<file path="src/rtl/decode_issue_queue.sv">
// -----------------------------------------------------------------------------
// decode_issue_queue
//   Decoupling FIFO between decode and issue. It buffers decoded scoreboard
//   entries together with their control-flow flag, and presents the head entry
//   to issue through a valid/ack handshake. This lets decode keep running while
//   issue stalls. The unissued-instruction flush empties the queue.
//
//   ENTRY_W is the width of one scoreboard entry, i.e. $bits(scoreboard_entry_t).
//   DEPTH must be a power of two and at least 2.
//
//   Optional feature: define DECODE_ISSUE_QUEUE_FALLTHROUGH_EN to enable the
//   zero-latency fall-through path. When the queue is empty, a pushed entry is
//   then presented to issue in the same cycle. Without the macro, issue is fed
//   only from storage, and there is no combinational path from decode to issue.
// -----------------------------------------------------------------------------
module decode_issue_queue #(
  parameter int unsigned DEPTH   = 4,
  parameter int unsigned ENTRY_W = 64
) (
  input  logic                       clk_i,
  input  logic                       rst_ni,
  input  logic                       flush_i,
  input  logic [ENTRY_W-1:0]         decoded_instr_i,
  input  logic                       decoded_instr_valid_i,
  input  logic                       is_ctrl_flow_i,
  output logic                       decoded_instr_ack_o,
  output logic [ENTRY_W-1:0]         issue_instr_o,
  output logic                       issue_instr_valid_o,
  output logic                       issue_is_ctrl_flow_o,
  input  logic                       issue_ack_i,
  output logic [$clog2(DEPTH+1)-1:0] count_o,
  output logic                       full_o,
  output logic                       stall_decode_o
);

  localparam int unsigned PTR_W = $clog2(DEPTH);
  localparam int unsigned CNT_W = $clog2(DEPTH+1);

  // Storage: the MSB holds the control-flow flag, the low bits hold the entry
  logic [ENTRY_W:0]   mem_q [DEPTH];

  logic [PTR_W-1:0]   wr_ptr_q, wr_ptr_d;
  logic [PTR_W-1:0]   rd_ptr_q, rd_ptr_d;
  logic [CNT_W-1:0]   cnt_q, cnt_d;

  logic               full_s;
  logic               empty_s;
  logic               push_s;     // decode entry accepted this cycle
  logic               valid_s;    // head presented to issue (before reset gating)
  logic               pop_s;      // issue consumed the head
  logic               bypass_s;   // fall-through entry consumed without storing
  logic               wr_en_s;
  logic               rd_en_s;
  logic [ENTRY_W:0]   head_s;
  logic [ENTRY_W:0]   in_entry_s;

  assign in_entry_s = {is_ctrl_flow_i, decoded_instr_i};

  // Occupancy flags and the push/pop/bypass handshake decisions
  always_comb begin
    full_s   = (cnt_q == CNT_W'(DEPTH));
    empty_s  = (cnt_q == {CNT_W{1'b0}});
    // ack never looks at issue_ack_i, so there is no ready chain across the queue
    push_s   = decoded_instr_valid_i & ~full_s & ~flush_i;
    valid_s  = ~empty_s & ~flush_i;
    head_s   = mem_q[rd_ptr_q];
    bypass_s = 1'b0;
`ifdef DECODE_ISSUE_QUEUE_FALLTHROUGH_EN
    if (empty_s && push_s) begin
      // An empty queue forwards the incoming entry straight to issue
      valid_s  = 1'b1;
      head_s   = in_entry_s;
      bypass_s = issue_ack_i;
    end else begin
      bypass_s = 1'b0;
    end
`endif
    pop_s    = valid_s & issue_ack_i & ~flush_i;
    // A bypassed entry is neither stored nor read back
    wr_en_s  = push_s & ~bypass_s;
    rd_en_s  = pop_s & ~bypass_s;
  end

  // Next-state for pointers and occupancy; flush has priority over push and pop
  always_comb begin
    wr_ptr_d = wr_ptr_q;
    rd_ptr_d = rd_ptr_q;
    cnt_d    = cnt_q;
    if (flush_i) begin
      wr_ptr_d = {PTR_W{1'b0}};
      rd_ptr_d = {PTR_W{1'b0}};
      cnt_d    = {CNT_W{1'b0}};
    end else begin
      if (wr_en_s) begin
        wr_ptr_d = wr_ptr_q + PTR_W'(1);
      end else begin
        wr_ptr_d = wr_ptr_q;
      end
      if (rd_en_s) begin
        rd_ptr_d = rd_ptr_q + PTR_W'(1);
      end else begin
        rd_ptr_d = rd_ptr_q;
      end
      case ({wr_en_s, rd_en_s})
        2'b10:   cnt_d = cnt_q + CNT_W'(1);
        2'b01:   cnt_d = cnt_q - CNT_W'(1);
        default: cnt_d = cnt_q;
      endcase
    end
  end

  // Pointer and occupancy registers, cleared asynchronously on reset
  always_ff @(posedge clk_i or negedge rst_ni) begin
    if (!rst_ni) begin
      wr_ptr_q <= {PTR_W{1'b0}};
      rd_ptr_q <= {PTR_W{1'b0}};
      cnt_q    <= {CNT_W{1'b0}};
    end else begin
      wr_ptr_q <= wr_ptr_d;
      rd_ptr_q <= rd_ptr_d;
      cnt_q    <= cnt_d;
    end
  end

  // Entry storage; the contents are meaningless until written, so there is no reset
  always_ff @(posedge clk_i) begin
    if (wr_en_s) begin
      mem_q[wr_ptr_q] <= in_entry_s;
    end
  end

  // Port drive; the handshake outputs are forced low while reset is asserted
  always_comb begin
    decoded_instr_ack_o  = push_s & rst_ni;
    issue_instr_valid_o  = valid_s & rst_ni;
    issue_instr_o        = head_s[ENTRY_W-1:0];
    issue_is_ctrl_flow_o = head_s[ENTRY_W];
    count_o              = cnt_q;
    full_o               = full_s;
    stall_decode_o       = decoded_instr_valid_i & ~(push_s & rst_ni) & rst_ni;
  end

endmodule
</file>
<file path="config.mk">
export PLATFORM = sky130hd
export DESIGN_NAME = decode_issue_queue
export DESIGN_NICKNAME = d
export VERILOG_FILES = /design/src/rtl/decode_issue_queue.sv
export SDC_FILE = /design/constraint.sdc
export NUM_CORES = 1
export LEC_CHECK = 0
export CAP_MARGIN = 20
export CORE_ASPECT_RATIO = 1.5
export CORE_UTILIZATION = 60
export DETAILED_ROUTE_END_ITERATION = 8
export DONT_BUFFER_PORTS = 1
export PLACE_DENSITY_LB_ADDON = 0.05
export SLEW_MARGIN = 10
export SYNTH_ARGS = -nofsm -noshare
export SYNTH_HDL_FRONTEND = slang
export SYNTH_SLANG_ARGS = --single-unit
</file>
<file path="constraint.sdc">
create_clock -name clk_i -period 5 [get_ports clk_i]
set_input_delay 0.75 -clock clk_i [delete_from_list [all_inputs] [get_ports clk_i]]
set_output_delay 0.75 -clock clk_i [all_outputs]
set_load 0.02 [all_outputs]
</file>
Word-level counts from Yosys, hierarchy flattened
Memory sizes are Yosys's and may differ from the RTL's.
Cells that the tools add are included.
Cells by class
  add/subtract/negate cells: 4
  equal/unequal tests: 3
  muxes and demuxes: 8
  reduce and logical (&&, ||, !) cells: 4
  bitwise gates (word level): 13
Operator list (count)
  AND 1 bit: 9
  two-way mux 2 bit: 4
  one-hot mux 3 bit (2 select lines): 1
  adder 2 x 1 -> 2 bit, second input constant: 2
  inverter 1 bit: 4
  nonzero test 2 bit: 2
  adder 3 x 1 -> 3 bit, second input constant: 1
  == test 3 bit, second input constant: 1
  logical NOT 3 bit: 1
  two-way mux 3 bit: 1
  nonzero test 3 bit: 1
  subtractor 3 x 1 -> 3 bit, second input constant: 1
  == test 2 x 1 -> 1 bit, second input constant: 1
  == test 2 bit, second input constant: 1
  two-way mux 1 bit: 2
Word-level totals
  memories: 1
  memory bits (writable): 260
  register bits after elaboration: 7
  input bits: 70
Memory list
  mem_q: depth 4, width 65, read ports 1, clocked after Yosys merged registers in 0, wr ports 1, line 40  | logic [ENTRY_W:0] mem_q [DEPTH];

Depth between registers and ports, before layout
  depth in word-level cells: 8
  mapped depth: 9
  depth with buffers taken out: 8

Worst setup path before layout
OpenSTA, ideal clock, no wires.
  path type: input -> register
  start point: input port flush_i
  end point: memory mem_q[0][0] (netlist bit) (enable)
  data arrival time: 2.874 ns
  path slack: 1.696 ns
  cell stages on the path: 3
  path through: clkbuf_1 nor3_1 and2_1
Between the ends
  longest elaborated chain between the ends: 4
Ends and longest elaborated chain
  from (decl): line 22  | input logic flush_i,
  inverter 1 bit: line 64  | push_s = decoded_instr_valid_i & ~full_s & ~flush_i;
  AND 1 bit: line 64
  two-way mux 1 bit: line 127  | if (wr_en_s) begin
  two-way mux 1 bit (not written as such): line 128  | mem_q[wr_ptr_q] <= in_entry_s;
  to (decl): line 40
Every way passes these cells.

Worst setup path after layout
  start point: register rd_ptr_q[0]
  end point: output port issue_instr_o[54]
Between the ends
  longest elaborated chain between the ends: 1
Ends and longest elaborated chain
  from (decl): line 43  | logic [PTR_W-1:0] rd_ptr_q, rd_ptr_d;
  from (signal assigned): line 116  | rd_ptr_q <= {PTR_W{1'b0}};
  from (signal assigned): line 120  | rd_ptr_q <= rd_ptr_d;
  memory read (4 x 65 bit)
  to (decl): line 27  | output logic [ENTRY_W-1:0] issue_instr_o,
Every way passes these cells.

==> metrics.cfg <==
[run_status]
outcome = complete, no violations

[critical_path]
r2r_cells = 4
cp_num_buf_inv = 1
worstPathCellList = buf_4 -> mux4_2
crit_arrival_ps = 2510
cpPeakStageDelay_ps = 850
reg2reg_setup_slack_ps = 2240
critPathRequiredTime_ps = 4250
cpMaxStageDelayCell = dfrtp_4
critPathCaptureType = output pin
path_delay_family = flip-flops
regToRegStartpoint = count_o[0]
path_class = reg2out
start_kind = register
r2r-end = mem_q[1][24]
critical_path.max_fanout = 33

[cells_and_area]
finalNonFillerCells = 630
diodes = 0
nets = 484
area_growth_pct = 9.581
post_route_cells_drive_above_1_share_pct = 25.24

[clock_network]
ctsHoldBuffers = 1
ctsLongestPathBuffers = 3
clk_latency_ps = 510
cts_buffers = 24
clock-root-buffer = clkbuf_16
cts_resized = 0
clk_pin_slew_worst_paths_ps = 60
cts_setup_buffers = 0
cts_num_sinks = 267
cts_tree = yes
htreeDepth = 1

[placement]
portBuffers = 0
hpwlAfterDp_mm = 8.839
routabilityCongestion = 0.7235
place_inst = 588

[yosys]
ys_ff_latch = 267
ys_warn_count = 0
postSynthCellCount = 397
synth_area_leaders = edfxtp_1, mux4_2, dfrtp_1
synth_edf_count = 260
syn_area_per_cell_um2 = 24.83
synthArstFlopShare_pct = 2.622
yosys.area.top_type = edfxtp_1
synth_top_area_share_pct = 79.19
synth_cell_types = 30
synthTopCellsByCount = edfxtp_1, mux4_2, clkbuf_1, dfrtp_1, buf_2
syn_nets = 472
synth_flop_cell = edfxtp_1
yosysSeqAreaShare_pct = 80.96
yosysMostFrequentCell = edfxtp_1
netlist_area_mm2 = 0.009859

[grt]
antenna_found_initial = 0
grt_pass1_vias = 4215
grt-ovfl-total = 0
grt_usage_pct = 19.47
grt_first_pass_wirelength_mm = 24.45
grt_max_degree = 67

[worst_hold_path]
hold_start = flush_i
min_to = count_o[2]
holdPathStages = 1
hold_class = in2reg

[pwr]
switching_share_pct = 23.67
power.leakage_nw = 3.316
clock_power_share_pct = 34.3
ir_drop_v = 0.0002960
intPower_mw = 3.767
power_frac_seq_pct = 53.6
power_frac_comb_pct = 12.1
power_switching_mw = 1.168
powerDensity_mw_per_mm2 = 456.7

[routing]
final_antenna_net_count = 0
drc = 0
first_pass_iters = 4
drtIter0Drc = 158
detail_route.wl_per_cell_um = 24.98
vias = 3874
viasPerCell = 6.149
drt-total-wl_mm = 15.74

[timing]
worst_pin_slew_ps = 992.3
slew_headroom_pct = 33.85
hold_viol_final = 0
fin_crit_sh_pct = 65.17
fin_skew_ps = 25.84
rsz0062_at_grt = false
slew_viol_final = 0
setup_viol = 0
finalSetupTns_ps = 0
fin_crit_ps = 3259
whs_ps = 310.3
fmax_ghz = 0.3069

[job]
maxCapViolCount = 0

[die]
coreArea_mm2 = 0.01612
fp.dieArea_mm2 = 0.01696
start_util_pct = 61.17
row_count = 57
floorplan.die.width_um = 106.7
die_h_um = 159
io_pins = 142

==> layer usage <==
metal	vias up	global-route usage (%)	part of all wire, %
met5	-	0	0
met4	0	5.106	1.8
met3	25	5.731	7.7
met2	129	33.46	53
met1	2030	24.27	37
li1	1690	-	-
==> worst max-delay path by stage <==
stage | from | to | slack [ps] | depth (start not counted)
CTS | rd_ptr_q[0] | issue_instr_o[2] | 1640 | 2
finish | rd_ptr_q[0] | issue_instr_o[54] | 1740 | 2
global route | rd_ptr_q[0] | issue_instr_o[2] | 1550 | 2
detailed placement | rd_ptr_q[0] | issue_instr_o[2] | 2160 | 2
global placement | rd_ptr_q[0] | issue_instr_o[2] | 2160 | 2
floorplan | flush_i | mem_q[0][0] | 1700 | 3
==> flip-flops by register name, indices dropped and copies added, names as in the netlist <==
signal / cells
rd_ptr_q: 2
count_o: 3
mem_q: 260
wr_ptr_q: 2
==> per-stage QoR <==
step / worst slack [ps] / cell area [um2] / utilization (%) / power [mW]
after detailed placement: 2162 / 10070 / 62.48 / 3.308
final: 1741 / 10800 / 67.03 / 4.935
after global placement: 2158 / 10070 / 62.48 / 3.297
after floorplan: 1696 / 9859 / - / 3.207
after CTS: 1636 / 10800 / 67.03 / 4.988
after global routing: 1549 / 10800 / 67.03 / 5.099
==> power by group through the flow <==
stage	Sequential [mW]	Combinational (mW)	Clock, mW
6_report	2.64	0.598	1.69
5_1_grt	2.66	0.635	1.80
4_1_cts	2.65	0.614	1.72
3_5_place_dp	2.70	0.610	0
3_3_place_gp	2.69	0.605	0
2_1_floorplan	2.63	0.576	0
==> layout make-up <==
cell class,count,area (um2)
Multi-Input combinational cell,108,1789
Timing Repair Buffer,3,25.02
Clock buffer,31,648.1
Clock inverter,10,75.07
Tap cell,206,257.7
Fill cell,1070,5314
Sequential cell,267,7990
Inverter,5,18.77
==> layout by cell type (no fill, tap or decap), types with 2 or more instances in the layout <==
master and n:
mux4_2 65, clkbuf_16 25, xor2_1 2, edfxtp_1 260, xnor2_1 2, and2_4 4
clkbuf_1 6, dfrtp_4 2, inv_1 4, and3b_1 2, ha_1 4, nand2b_1 2
dfrtp_1 5, nor2_1 5, nand2_1 5, clkinv_2 5, nor2b_1 2, clkinv_1 3
nand3_1 2, buf_4 2, a21oi_1 2
==> cell families after synthesis <==
logic type | after synthesis | synth area share [%]
DFF | 267 | 80.96
muxes | 67 | 15.06
and+or+nand+nor | 27 | 1.536
buffers and inverters | 22 | 0.9897
AOI/OAI and AO/OA | 5 | 0.3808
adders and majority gates | 5 | 0.7107
xor gates and xnor gates | 4 | 0.3554
Note: power is estimated with default switching activity, not from simulation.
